`src/rtl/sort_pkg.sv`:
```
// Shared definitions for the RAM bubble sorter: FSM state encoding,
// swap-counter width and a RAM depth helper.
package sort_pkg;

  // Sort engine FSM states
  typedef enum logic [2:0] {
    ST_IDLE  = 3'd0,
    ST_READ  = 3'd1,
    ST_CMP   = 3'd2,
    ST_WR_LO = 3'd3,
    ST_WR_HI = 3'd4,
    ST_DONE  = 3'd5
  } sort_state_e;

  localparam int SWAP_CNT_W = 16;
  localparam logic [SWAP_CNT_W-1:0] SWAP_CNT_MAX = 16'hFFFF;

  // Number of RAM words addressed by an address bus of the given width
  function automatic int sort_depth(input int address_w);
    return 32'sd1 << address_w;
  endfunction

endpackage

```
`src/rtl/ram_bubble_sorter_if.sv`:
```
// Control and RAM-port bundle of the bubble sorter.
// master: the sort engine (drives the RAM ports, reports status).
// slave : the RAM / controller side.
interface ram_bubble_sorter_if #(
  parameter int WIDTH   = 16,
  parameter int ADDRESS = 4
);
  import sort_pkg::*;

  logic                  start;
  logic                  busy;
  logic                  done;
  logic [SWAP_CNT_W-1:0] swaps;
  logic                  en1;
  logic                  w_en1;
  logic [WIDTH-1:0]      w_data1;
  logic [ADDRESS-1:0]    addr1;
  logic [WIDTH-1:0]      r_data1;
  logic [ADDRESS-1:0]    addr2;
  logic [WIDTH-1:0]      r_data2;

  modport master (
    input  start, r_data1, r_data2,
    output busy, done, swaps, en1, w_en1, w_data1, addr1, addr2
  );

  modport slave (
    output start, r_data1, r_data2,
    input  busy, done, swaps, en1, w_en1, w_data1, addr1, addr2
  );

endinterface

```
`src/rtl/sort_cmp_swap.sv`:
```
// Compare-and-order cell: flags when a pair is out of ascending unsigned
// order and presents the pair sorted as lo/hi. Equal values never swap.
module sort_cmp_swap #(
  parameter int WIDTH = 16
) (
  input  logic [WIDTH-1:0] a,
  input  logic [WIDTH-1:0] b,
  output logic             swap_needed,
  output logic [WIDTH-1:0] lo,
  output logic [WIDTH-1:0] hi
);

  // Strict unsigned compare and pair ordering
  always_comb begin
    swap_needed = (a > b);
    if (swap_needed) begin
      lo = b;
      hi = a;
    end else begin
      lo = a;
      hi = b;
    end
  end

endmodule

```
`src/rtl/ram_bubble_sorter.sv`:
```
// In-place bubble sort engine for a two-port RAM (port 1 read/write,
// port 2 read-only, both with one-cycle read latency). Only the current
// pair is held; every element access goes through the RAM ports.
// All outputs are registered: each is computed from the next FSM state,
// so en1/addr/w_data are valid during the state that owns them.
// Optional feature: define SORTER_EARLY_EXIT_EN to stop after a pass that
// made no swaps; otherwise all N-1 passes always run.
module ram_bubble_sorter #(
  parameter int WIDTH   = 16,
  parameter int ADDRESS = 4
) (
  input logic                 clk,
  input logic                 reset,
  ram_bubble_sorter_if.master bus
);
  import sort_pkg::*;

  localparam logic [ADDRESS-1:0] ADDR_ZERO = ADDRESS'(0);
  localparam logic [ADDRESS-1:0] ADDR_ONE  = ADDRESS'(1);
  localparam logic [ADDRESS-1:0] LAST_INIT = ADDRESS'(sort_depth(ADDRESS) - 2);
  localparam logic [SWAP_CNT_W-1:0] SWAP_ONE = SWAP_CNT_W'(1);

  // FSM and datapath state
  sort_state_e           state_r, state_s;
  logic [ADDRESS-1:0]    i_r, i_s;
  logic [ADDRESS-1:0]    last_r, last_s;
  logic                  swapped_r, swapped_s;
  logic [WIDTH-1:0]      hi_r, hi_s;
  logic [SWAP_CNT_W-1:0] swaps_r, swaps_s;

  // Registered outputs
  logic                  busy_r, busy_s;
  logic                  done_r, done_s;
  logic                  en1_r, en1_s;
  logic                  w_en1_r, w_en1_s;
  logic [WIDTH-1:0]      w_data1_r, w_data1_s;
  logic [ADDRESS-1:0]    addr1_r, addr1_s;
  logic [ADDRESS-1:0]    addr2_r, addr2_s;

  // Pair compare results and end-of-pair advance targets
  logic                  swap_needed_s;
  logic [WIDTH-1:0]      lo_cmp_s;
  logic [WIDTH-1:0]      hi_cmp_s;
  logic                  early_exit_s;
  sort_state_e           adv_state_s;
  logic [ADDRESS-1:0]    adv_i_s;
  logic [ADDRESS-1:0]    adv_last_s;
  logic                  adv_new_pass_s;

  // The pair read in READ is on r_data1/r_data2 during CMP
  sort_cmp_swap #(.WIDTH(WIDTH)) u_cmp (
    .a           (bus.r_data1),
    .b           (bus.r_data2),
    .swap_needed (swap_needed_s),
    .lo          (lo_cmp_s),
    .hi          (hi_cmp_s)
  );

`ifdef SORTER_EARLY_EXIT_EN
  assign early_exit_s = ~swapped_r;
`else
  // The per-pass flag is still tracked but never ends the sort early.
  assign early_exit_s = 1'b0 & ~swapped_r;
`endif

  // Where to go once the current pair is finished (next pair or next pass)
  always_comb begin
    adv_state_s    = ST_READ;
    adv_i_s        = i_r;
    adv_last_s     = last_r;
    adv_new_pass_s = 1'b0;
    if (i_r < last_r) begin
      adv_state_s = ST_READ;
      adv_i_s     = i_r + ADDR_ONE;
    end else if ((last_r == ADDR_ZERO) || early_exit_s) begin
      adv_state_s = ST_DONE;
    end else begin
      adv_state_s    = ST_READ;
      adv_i_s        = ADDR_ZERO;
      adv_last_s     = last_r - ADDR_ONE;
      adv_new_pass_s = 1'b1;
    end
  end

  // Next-state, datapath updates and next output values
  always_comb begin
    state_s   = state_r;
    i_s       = i_r;
    last_s    = last_r;
    swapped_s = swapped_r;
    hi_s      = hi_r;
    swaps_s   = swaps_r;
    en1_s     = 1'b0;
    w_en1_s   = 1'b0;
    w_data1_s = w_data1_r;
    addr1_s   = addr1_r;
    addr2_s   = addr2_r;

    case (state_r)
      ST_IDLE: begin
        if (bus.start) begin
          i_s       = ADDR_ZERO;
          last_s    = LAST_INIT;
          swapped_s = 1'b0;
          swaps_s   = '0;
          state_s   = ST_READ;
        end else begin
          state_s = ST_IDLE;
        end
      end
      ST_READ: begin
        state_s = ST_CMP;
      end
      ST_CMP: begin
        hi_s = hi_cmp_s;
        if (swap_needed_s) begin
          state_s = ST_WR_LO;
        end else begin
          state_s   = adv_state_s;
          i_s       = adv_i_s;
          last_s    = adv_last_s;
          swapped_s = adv_new_pass_s ? 1'b0 : swapped_r;
        end
      end
      ST_WR_LO: begin
        swapped_s = 1'b1;
        swaps_s   = (swaps_r == SWAP_CNT_MAX) ? swaps_r : swaps_r + SWAP_ONE;
        state_s   = ST_WR_HI;
      end
      ST_WR_HI: begin
        state_s   = adv_state_s;
        i_s       = adv_i_s;
        last_s    = adv_last_s;
        swapped_s = adv_new_pass_s ? 1'b0 : swapped_r;
      end
      ST_DONE: begin
        state_s = ST_IDLE;
      end
      default: begin
        state_s = ST_IDLE;
      end
    endcase

    // RAM port values for the state being entered
    case (state_s)
      ST_READ: begin
        en1_s   = 1'b1;
        addr1_s = i_s;
        addr2_s = i_s + ADDR_ONE;
      end
      ST_WR_LO: begin
        en1_s     = 1'b1;
        w_en1_s   = 1'b1;
        addr1_s   = i_s;
        w_data1_s = lo_cmp_s;
      end
      ST_WR_HI: begin
        en1_s     = 1'b1;
        w_en1_s   = 1'b1;
        addr1_s   = i_s + ADDR_ONE;
        w_data1_s = hi_r;
      end
      default: begin
        en1_s   = 1'b0;
        w_en1_s = 1'b0;
      end
    endcase

    busy_s = (state_s != ST_IDLE);
    done_s = (state_s == ST_DONE);
  end

  // State and output registers, cleared asynchronously by reset
  always_ff @(posedge clk or posedge reset) begin
    if (reset) begin
      state_r   <= ST_IDLE;
      i_r       <= ADDR_ZERO;
      last_r    <= LAST_INIT;
      swapped_r <= 1'b0;
      hi_r      <= '0;
      swaps_r   <= '0;
      busy_r    <= 1'b0;
      done_r    <= 1'b0;
      en1_r     <= 1'b0;
      w_en1_r   <= 1'b0;
      w_data1_r <= '0;
      addr1_r   <= ADDR_ZERO;
      addr2_r   <= ADDR_ZERO;
    end else begin
      state_r   <= state_s;
      i_r       <= i_s;
      last_r    <= last_s;
      swapped_r <= swapped_s;
      hi_r      <= hi_s;
      swaps_r   <= swaps_s;
      busy_r    <= busy_s;
      done_r    <= done_s;
      en1_r     <= en1_s;
      w_en1_r   <= w_en1_s;
      w_data1_r <= w_data1_s;
      addr1_r   <= addr1_s;
      addr2_r   <= addr2_s;
    end
  end

  assign bus.busy    = busy_r;
  assign bus.done    = done_r;
  assign bus.swaps   = swaps_r;
  assign bus.en1     = en1_r;
  assign bus.w_en1   = w_en1_r;
  assign bus.w_data1 = w_data1_r;
  assign bus.addr1   = addr1_r;
  assign bus.addr2   = addr2_r;

endmodule

```
`src/flat_wrapper.sv`:
```
// flat-port wrapper written by rule: the top's interface ports become plain ports
module ram_bubble_sorter_flat import sort_pkg::*;
#(
  parameter int WIDTH   = 16,
  parameter int ADDRESS = 4
)
  (clk, reset, bus_start, bus_r_data1, bus_r_data2, bus_busy, bus_done, bus_swaps, bus_en1, bus_w_en1, bus_w_data1, bus_addr1, bus_addr2);
  ram_bubble_sorter_if #(.WIDTH(WIDTH), .ADDRESS(ADDRESS)) bus_i ();
  input logic clk;
  input logic reset;
  input wire logic [$bits(bus_i.start)-1:0] bus_start;
  input wire logic [$bits(bus_i.r_data1)-1:0] bus_r_data1;
  input wire logic [$bits(bus_i.r_data2)-1:0] bus_r_data2;
  output wire logic [$bits(bus_i.busy)-1:0] bus_busy;
  output wire logic [$bits(bus_i.done)-1:0] bus_done;
  output wire logic [$bits(bus_i.swaps)-1:0] bus_swaps;
  output wire logic [$bits(bus_i.en1)-1:0] bus_en1;
  output wire logic [$bits(bus_i.w_en1)-1:0] bus_w_en1;
  output wire logic [$bits(bus_i.w_data1)-1:0] bus_w_data1;
  output wire logic [$bits(bus_i.addr1)-1:0] bus_addr1;
  output wire logic [$bits(bus_i.addr2)-1:0] bus_addr2;
  assign bus_i.start = bus_start;
  assign bus_i.r_data1 = bus_r_data1;
  assign bus_i.r_data2 = bus_r_data2;
  assign bus_busy = bus_i.busy;
  assign bus_done = bus_i.done;
  assign bus_swaps = bus_i.swaps;
  assign bus_en1 = bus_i.en1;
  assign bus_w_en1 = bus_i.w_en1;
  assign bus_w_data1 = bus_i.w_data1;
  assign bus_addr1 = bus_i.addr1;
  assign bus_addr2 = bus_i.addr2;
  ram_bubble_sorter #(.WIDTH(WIDTH), .ADDRESS(ADDRESS)) u_core (.clk(clk), .reset(reset), .bus(bus_i));
endmodule
```
`config.mk`:
```
export PLATFORM = sky130hd
export DESIGN_NAME = ram_bubble_sorter_flat
export DESIGN_NICKNAME = d
export VERILOG_FILES = /design/src/rtl/sort_pkg.sv /design/src/rtl/ram_bubble_sorter_if.sv /design/src/rtl/sort_cmp_swap.sv /design/src/rtl/ram_bubble_sorter.sv /design/src/flat_wrapper.sv
export SDC_FILE = /design/constraint.sdc
export NUM_CORES = 1
export LEC_CHECK = 0
export ABC_AREA = 1
export BUFFER_PORTS_ARGS = -buffer_cell sky130_fd_sc_hd__buf_2
export CORE_MARGIN = 1.5
export CORE_UTILIZATION = 60
export CTS_CLUSTER_SIZE = 14
export DETAILED_ROUTE_END_ITERATION = 6
export PLACE_DENSITY_LB_ADDON = 0.05
export RECOVER_POWER = 25
export SYNTH_ARGS = -nofsm -noshare
export SYNTH_HDL_FRONTEND = slang
export SYNTH_SLANG_ARGS = --single-unit
```
`constraint.sdc`:
```
create_clock -name clk -period 4.1 [get_ports clk]
set_input_delay 0.82 -clock clk [delete_from_list [all_inputs] [get_ports clk]]
set_output_delay 0.82 -clock clk [all_outputs]
set_load 0.02 [all_outputs]
```
; ---- Yosys cells after proc, flatten, opt, wreduce, memory -nomap -nowiden
; Index checks and enable logic that the tools add are counted.
[op_classes]
n_lt_le_gt_ge = 2
n_reduce_logical = 12
n_mux = 24
n_eq_ne = 12
add_sub_neg = 4
[op_table]
columns = op, n
row1 = $mux W16, 4
row2 = $pmux W16 S2, 2
row3 = $mux W4, 8
row4 = $pmux W4 S3, 2
row5 = $add A16 B1 Y16 const B, 1
row6 = $eq A16 B16 Y1 const B, 1
row7 = $gt A16 B16 Y1, 1
row8 = $pmux W3 S5, 1
row9 = $eq A3 B2 Y1 const B, 3
row10 = $eq A3 B3 Y1 const B, 3
row11 = $mux W3, 3
row12 = $add A4 B1 Y4 const B, 2
row13 = $pmux W4 S2, 1
row14 = $eq A3 B1 Y1 const B, 2
row15 = $ne A2 B2 Y1 const B, 3
row16 = $reduce_and A3 Y1, 2
row17 = $reduce_bool A2 Y1, 3
row18 = $reduce_bool A3 Y1, 2
row19 = $logic_not A4 Y1, 1
row20 = $lt A4 B4 Y1, 1
row21 = $reduce_or A2 Y1, 2
row22 = $sub A4 B1 Y4 const B, 1
row23 = $logic_not A3 Y1, 1
row24 = $mux W1, 3
row25 = $reduce_or A3 Y1, 1
[word_totals]
out_inout_bits = 44
regBits = 71
input_bits = 35
wordCells = 66

; ---- Logic depth before layout (Yosys ltp)
; Gate-level depths: netlist of run 1.
[logic_depth]
ltp_word = 8
ltp_mapped = 21
mapped_depth_nobuf = 21

; ---- Modules after synthesis
; Synthesis of run 1 repeated with hierarchy kept, for this count alone.
[unflattened]
hier_cells = 580
area_unflattened_um2 = 4501.8
[modules_own_cells]
columns = module, instances, area_each_um2, cells_per_inst
row1 = ram_bubble_sorter, 1, 3593.4, 403
row2 = sort_cmp_swap, 1, 908.4, 177

; ---- Worst setup path after synthesis of run 1
; OpenSTA, ideal clock, no wires.
[synth_path]
path_kind = input-to-reg
from = in bus_r_data2[11]
to = reg u_core.addr1_r[2], in the netlist u_core.bus.addr1[2]
setup_slack_ps = 1306
setup_ps = 124
arrival_ps = 2670
cell_stages = 15
required_ps = 3976
path_buffers = 0
path_cell_list = inv_1 > ha_1 > nand4_2 > nor3_4 > nand4_4 > nand3_4 > nand2_2 > nand2_2 > nand2_4 > nand2_4 > nand2_4 > ha_1 > or2_1 > nand3_1 > nand3_1
[synth_between]
elab_cells_between_ends = 12
[synth_lines]
columns = element, line_no
row1 = "start, declared", flat_wrapper.sv:13  ; input wire logic [$bits(bus_i.r_data2)-1:0] bus_r_data2;
row2 = $gt A16 B16 Y1, sort_cmp_swap.sv:15  ; swap_needed = (a > b);
row3 = $mux W4, ram_bubble_sorter.sv:116  ; if (swap_needed_s) begin
row4 = $pmux W4 S3, ram_bubble_sorter.sv:99  ; case (state_r)
row5 = named net u_core.i_s[1], ram_bubble_sorter.sv:25  ; logic [ADDRESS-1:0] i_r, i_s;
row6 = $add A4 B1 Y4, ram_bubble_sorter.sv:160  ; addr1_s = i_s + ADDR_ONE;
row7 = $pmux W4 S2, ram_bubble_sorter.sv:145  ; case (state_s)
row8 = "end signal, assigned", ram_bubble_sorter.sv:201  ; addr1_r <= addr1_s;
row9 = "end, declared", ram_bubble_sorter.sv:37  ; logic [ADDRESS-1:0] addr1_r, addr1_s;
; The timed path passes the listed nets, and every way through them passes these cells.
; A chain may end at the register's enable or synchronous reset.

; ---- Worst setup path after layout of run 1
[layout_path]
from = in bus_r_data2[15]
to = reg u_core.addr1_r[1], in the netlist u_core.bus.addr1[1]
[layout_between]
elab_cells_between_ends = 12
[layout_lines]
columns = element, line_no
row1 = $gt A16 B16 Y1 (*), sort_cmp_swap.sv:15
row2 = $mux W4 (*), ram_bubble_sorter.sv:116
row3 = $pmux W4 S3 (*), ram_bubble_sorter.sv:99
row4 = named net u_core.i_s[1], ram_bubble_sorter.sv:25
row5 = $add A4 B1 Y4, ram_bubble_sorter.sv:160
row6 = $pmux W4 S2 (*), ram_bubble_sorter.sv:145
; The timed path passes the listed nets; every way through them passes the cells marked *.

==> results.py, run 1 <==
metrics = {
    "run_status": {
        "status": "finished with violations",
        "failed_checks": "max-capacitance violations, max-slew violations",
    },
    "cells_and_area": {
        "regArea_sq_um": 1780,
        "drive_gt1_share_pct": 23.34,
        "final_area_sq_um": 4842,
        "fillerInstances": 547,
        "syn2layout_area_growth_pct": 15.90,
        "final_common_cell": "nand2_1",
        "layout.nets": 642,
        "mostFrequentLayoutCells": "114 x nand2_1, 78 x buf_2, 68 x dfrtp_1",
        "antennaDiodeCount": 0,
        "multi_input_area_sq_um": 2064,
    },
    "clock_network": {
        "clk_path_buf_depth": 2,
        "cts_sinks": 71,
        "ctsHoldBuffers": 0,
        "cts_buffers": 9,
        "clk_pin_slew_ns": 0.07,
        "post_cts_buffers": 0,
        "cts_root_buf": "clkbuf_8",
        "cts_tree": "built",
        "h-tree-depth": 3,
        "clk_latency_ns": 0.35,
        "cts-resized-gates": 0,
    },
    "placement": {
        "io_buffer_count": 78,
        "hpwl_um": 6799,
        "placed_area_sq_um": 4616,
        "gp_routability_congestion": 0.9004,
    },
    "critical_path": {
        "crit_type": "primary input to flip-flop",
        "crit_required_ns": 4.33,
        "crit_path_start_kind": "primary input",
        "reg2reg_to": "u_core.bus.addr1[2]",
        "crit_slowest_cell": "ha_1",
        "reg2regPathDepth": 12,
        "crit_fanout": 36,
        "cpMostUsedCell": "nand2_4",
        "arrival_ns": 3.27,
        "rrSetupSlack_ns": 1.46,
        "cp_cell_sequence": "buf_2, inv_1, ha_1, a21oi_1, o21ai_0, a21oi_1, nand2_4, nand2_4, nand2_4, o21ai_2, nand3_2, nand2_4, ha_1, a22oi_1, nand2_1",
        "rr_startpoint": "u_core.last_r[3]",
        "cpPeakStageDelay_ns": 0.33,
        "endpoint_kind": "flip-flop",
    },
    "logic_synthesis": {
        "ys_ff_latch": 71,
        "syn-cell-area_sq_um": 4178,
        "synth_top_area_share_pct": 40.73,
        "yosysTopAreaCell": "dfrtp_1",
        "yosys_warnings": 0,
        "ys_async_sr_fraction_pct": 100.0,
        "synthTopCellsByArea": "dfrtp_1 41%, nand2_1 10%, ha_1 7.2%",
        "synth_flop_cell": "dfrtp_1",
        "syn-mean-instance-area_sq_um": 8.256,
        "netlist_instances": 506,
        "synth_edf_count": 0,
        "yosysUniqueCellTypes": 42,
        "synth_nets": 565,
        "ys_seq_area_share_pct": 42.62,
    },
    "detailed_routing": {
        "finalWirelength_um": 9390,
        "postRouteAntennaNets": 0,
        "drc_errors": 0,
        "first_iter_violations": 182,
        "vias_per_cell": 5.648,
        "wire_per_inst_um": 14.08,
        "dr.pass1.iters": 5,
        "via_count": 3767,
    },
    "floorplan": {
        "coreArea_sq_um": 6756,
        "num_rows": 30,
        "initial_core_util_pct": 61.83,
        "fp.dieW_um": 86.45,
        "fp.dieH_um": 86.45,
        "fp.dieArea_sq_um": 7473,
        "boundaryPins": 79,
    },
    "sta": {
        "fin_crit_ns": 3.046,
        "setup_viol_count_final": 0,
        "max_freq_mhz": 328.3,
        "hold_violations": 0,
        "worst_pin_slew_ns": 1.731,
        "maxSlewHeadroom_pct": -15.38,
        "fin_skew_ns": 0.01491,
        "maxSlewViolCount": 72,
        "grt_setup_unrepaired": "no",
        "hold_ws_ns": 0.4801,
        "fin_setup_tns_ns": 0,
        "finalCritPeriodShare_pct": 74.30,
    },
    "power_and_ir_drop": {
        "power_density_nw_per_um2": 657.5,
        "ir_worst_vdd_uv": 385.8,
        "leakagePower_nw": 2.510,
    },
    "worst_hold_path": {
        "min_delay_path_depth": 2,
        "min-delay-start": "u_core.bus.addr2[1]",
        "hold_path_class": "flip-flop to flip-flop",
        "hold_path_end": "u_core.bus.addr2[1]",
    },
    "job": {
        "maxCapViolations": 1,
    },
    "global_route": {
        "grt_usage_pct": 26.92,
        "grt_max_degree": 72,
        "overflow": 0,
        "antenna_found_initial": 0,
        "grt_first_pass_wirelength_um": 15900,
        "grt_pass1_vias": 3534,
    },
}
[registers in the layout, indices dropped and copies added (netlist names), 3 cells and up]
signal	count
u_core.bus.swaps	16
u_core.bus.w_data1	16
u_core.hi_r	16
u_core.bus.addr1	4
u_core.bus.addr2	4
u_core.i_r	4
u_core.last_r	4
u_core.state_r	3
[area by class of cell]
cell class	instances	share of cell area (%)
Clock buffer	11	3.127
Clock inverter	4	1.602
Inverter	70	5.478
Multi-Input combinational cell	351	42.64
Sequential cell	71	36.77
Tap cell	80	2.067
Timing Repair Buffer	80	8.320
[through the flow]
| stage | total power [mW] | utilization, % | worst slack [ns] | instances |
|---|---|---|---|---|
| after floorplan | 2.172 | - | 1.306 | 506 |
| after global placement | 2.518 | 68.31 | 0.7868 | 652 |
| final | 3.184 | 71.67 | 1.054 | 667 |
| after global routing | 3.425 | 71.67 | 0.8442 | 667 |
| after detailed placement | 2.561 | 68.31 | 0.6977 | 652 |
| after CTS | 3.199 | 71.70 | 1.073 | 667 |
[cells in the mapped netlist (5+ instances only)]
library cell,instances
nor2_1,42
nand3_1,23
a21oi_1,26
o22ai_1,9
buf_2,9
ha_1,24
dfrtp_1,68
nand2_2,7
o221ai_1,9
nand4_1,5
nand2_4,8
inv_1,62
nand2_1,114
inv_2,7
o211ai_1,8
o21ai_0,18
a31oi_1,18
[cell families (layout without fill, tap and decap cells)]
kind of cell,after synthesis,in the layout,share of synthesized area (%)
simple gates,217,217,25.40
compound gates,105,105,15.78
buf+inv,84,165,7.966
flops,71,71,42.62
fa+ha+maj,24,24,7.188
xor+xnor,5,5,1.048
[worst max path at each step]
stage | startpoint | endpoint | slack (ns) | cells past startpoint
after detailed placement | bus_r_data2[15] | u_core.bus.addr1[1] | 0.70 | 15
after global routing | bus_r_data2[15] | u_core.bus.addr1[1] | 0.84 | 15
after floorplan | bus_r_data2[11] | u_core.bus.addr1[2] | 1.31 | 15
after global placement | bus_r_data2[11] | u_core.bus.addr1[1] | 0.79 | 15
after CTS | bus_r_data2[15] | u_core.bus.addr1[1] | 1.07 | 15
final | bus_r_data2[15] | u_core.bus.addr1[1] | 1.05 | 15
[report_power, final]
part | internal, mW | switching [mW]
sequential | 0.956 | 0.150
clock | 0.376 | 0.261
combinational | 0.484 | 0.957
[worst max-delay path: cells and delay by family]
kind | cells | cell delay [ns]
buffers and inverters | 2 | 0.13
AOI/OAI and AO/OA | 5 | 0.79
and+or+nand+nor | 6 | 0.95
adders and majority gates | 2 | 0.58
[routing by layer]
| metal | routed length (um) | vias up | part of all wire, % | global-route usage (%) |
|---|---|---|---|---|
| met3 | 450 | 18 | 4.8 | 3.810 |
| met5 | 0 | - | 0 | 0 |
| met1 | 4283 | 1767 | 46 | 34.90 |
| met2 | 4461 | 124 | 48 | 44.96 |
| li1 | - | 1858 | - | - |
| met4 | 194 | 0 | 2.1 | 12.02 |
No activity file was read; power rests on OpenSTA's default activity.
==> run 2: changes to the inputs <==
CORE_UTILIZATION = 51   (was 60)
clock period = 2.7 ns   (was 4.1 ns; I/O delays follow)
==> run 2 against run 1 <==
Compared with the run above:
- the flow now finishes without violations
- die area grew 17%
- clock skew shrank 0.0077 ns
- utilization shrank 9.1 points
- hold slack lost 0.085 ns
- setup slack lost 0.79 ns
- largest power group unchanged
==> results.py, run 2 (same netlist as run 1, synthesis figures left out) <==
metrics = {
    "global_route": {
        "antenna_found_initial": 0,
        "grt_max_degree": 49,
        "overflow": 0,
        "grt_first_pass_wirelength_um": 17180,
        "grt_pass1_vias": 3701,
        "grt_usage_pct": 25.20,
    },
    "sta": {
        "worst_pin_slew_ns": 1.206,
        "setup_viol_count_final": 0,
        "fin_ws_ns": 0.2628,
        "maxSlewHeadroom_pct": 19.58,
        "finalCritPeriodShare_pct": 90.27,
        "max_freq_mhz": 410.3,
        "grt_setup_unrepaired": "no",
        "hold_violations": 0,
        "maxSlewViolCount": 0,
        "fin_skew_ns": 0.007257,
        "fin_setup_tns_ns": 0,
        "fin_crit_ns": 2.437,
    },
    "detailed_routing": {
        "drc_errors": 0,
        "first_iter_violations": 173,
        "wire_per_inst_um": 14.34,
        "via_count": 3780,
        "dr.pass1.iters": 4,
        "vias_per_cell": 5.385,
        "finalWirelength_um": 10070,
        "postRouteAntennaNets": 0,
    },
    "critical_path": {
        "crit_required_ns": 2.92,
        "critPathLaunch": "u_core.last_r[3]",
        "rr_startpoint": "u_core.last_r[3]",
        "cpMostUsedCell": "nand2_4",
        "arrival_ns": 2.66,
        "cpPeakStageDelay_ns": 0.55,
        "crit_type": "flip-flop to flip-flop",
        "crit_fanout": 7,
        "crit_path_start_kind": "flip-flop",
        "reg2reg_to": "u_core.bus.addr1[2]",
        "rrSetupSlack_ns": 0.26,
        "crit_slowest_cell": "dfstp_2",
        "crit_end": "u_core.bus.addr1[2]",
        "reg2regPathDepth": 14,
        "cp_cell_sequence": "inv_1, ha_1, a21oi_1, nand2_1, nand4_1, nand2_2, nand2_2, nand2_4, nand2_4, nand2_4, ha_1, or2_1, nand3_1, nand3_1",
        "endpoint_kind": "flip-flop",
    },
    "floorplan": {
        "fp.dieW_um": 93.51,
        "fp.dieH_um": 93.51,
        "boundaryPins": 79,
        "num_rows": 32,
        "fp.dieArea_sq_um": 8743,
        "coreArea_sq_um": 7848,
        "initial_core_util_pct": 53.24,
    },
    "placement": {
        "io_buffer_count": 78,
        "place_ws_ns": 0.02841,
        "hpwl_um": 7402,
        "gp_routability_congestion": 0.8687,
    },
    "clock_network": {
        "cts_sinks": 71,
        "cts_root_buf": "clkbuf_8",
        "clk_path_buf_depth": 2,
        "cts_tree": "built",
        "ctsHoldBuffers": 0,
        "clk_latency_ns": 0.33,
        "h-tree-depth": 3,
        "cts_buffers": 9,
        "clk_pin_slew_ns": 0.08,
    },
    "power_and_ir_drop": {
        "ir_worst_vdd_uv": 556.6,
        "power_density_nw_per_um2": 968.9,
        "leakagePower_nw": 2.541,
        "p_total_mw": 4.755,
    },
    "job": {
        "maxCapViolations": 0,
    },
    "cells_and_area": {
        "layout.nets": 654,
        "final_common_cell": "nand2_1",
        "antennaDiodeCount": 0,
        "mostFrequentLayoutCells": "114 x nand2_1, 78 x buf_2, 68 x dfrtp_1",
        "drive_gt1_share_pct": 24.67,
        "syn2layout_area_growth_pct": 17.46,
    },
    "run_status": {
        "status": "completed",
    },
    "worst_hold_path": {
        "hold_path_class": "primary input to async pin",
    },
}
-- run 2: cell count changes in the layout (fill, tap and decap cells not counted) --
| cell | previous run | this run |
|---|---|---|
| buf_4 | 1 | 13 |
| bufinv_16 | 2 | 0 |
| clkbuf_1 | 0 | 2 |
| clkinv_2 | 0 | 2 |
| clkinv_4 | 1 | 0 |
| clkinvlp_4 | 0 | 1 |
| inv_6 | 1 | 0 |
| o21ai_0 | 18 | 17 |
| o21ai_1 | 3 | 4 |
-- run 2: power by group --
part | internal, mW | switching (mW) | leakage [nW]
Clock | 0.382 | 0.390 | 0.0894
Sequential | 1.45 | 0.240 | 0.886
Combinational | 0.809 | 1.48 | 1.57
Total | 2.64 | 2.11 | 2.54
-- run 2: repair_timing --
| item | in CTS | in global routing |
|---|---|---|
| gates resized for setup | 0 | 1 |
| buffers inserted | 0 | 0 |
| hold endpoints to repair | 0 | 0 |
| endpoints found under the setup margin | 0 | 3 |
-- run 2: through the flow --
stage	hold WS (ns)	util, %	std cells	area (sq um)
floorplan	0.4594	-	506	4178
global placement	0.4527	60.48	686	4746
detailed placement	0.4634	60.48	686	4746
CTS	0.2468	62.72	702	4922
global route	0.4455	62.53	702	4907
finish	0.3947	62.53	702	4907
-- run 2: worst max-delay path: cells and delay by family (launching register included) --
family / cells / cell delay, ns
AO/OA/AOI/OAI: 1 / 0.16
AND/OR/NAND/NOR: 10 / 1.04
adder cells (fa/ha/maj): 2 / 0.50
buffers and inverters: 1 / 0.08
flip-flops: 1 / 0.55
-- run 2: cell type report --
cell class | instances | area (sq um)
Multi-Input combinational cell | 351 | 2064
Sequential cell | 71 | 1780
Inverter | 70 | 265.3
Clock inverter | 3 | 17.52
Fill cell | 721 | 2940
Tap cell | 102 | 127.6
Timing Repair Buffer | 92 | 493.0
Clock buffer | 13 | 158.9
-- run 2: metal layers --
metal / global-route usage (%) / wire length, um / up-vias
li1: - / - / 1877
met4: 7.702 / 155 / 0
met5: 0 / 0 / -
met1: 34.71 / 4763 / 1787
met2: 39.49 / 4673 / 104
met3: 5.610 / 476 / 12
-- run 2: worst min-delay path by stage --
stage | from | cells past startpoint | end
2_1_floorplan | u_core.hi_r[1] | 2 | u_core.hi_r[1]
3_3_place_gp | u_core.bus.addr2[0] | 2 | u_core.bus.addr2[0]
3_5_place_dp | u_core.bus.addr2[0] | 2 | u_core.bus.addr2[0]
4_1_cts | reset | 2 | u_core.last_r[0]
5_1_grt | reset | 2 | u_core.last_r[0]
6_report | reset | 2 | u_core.last_r[0]
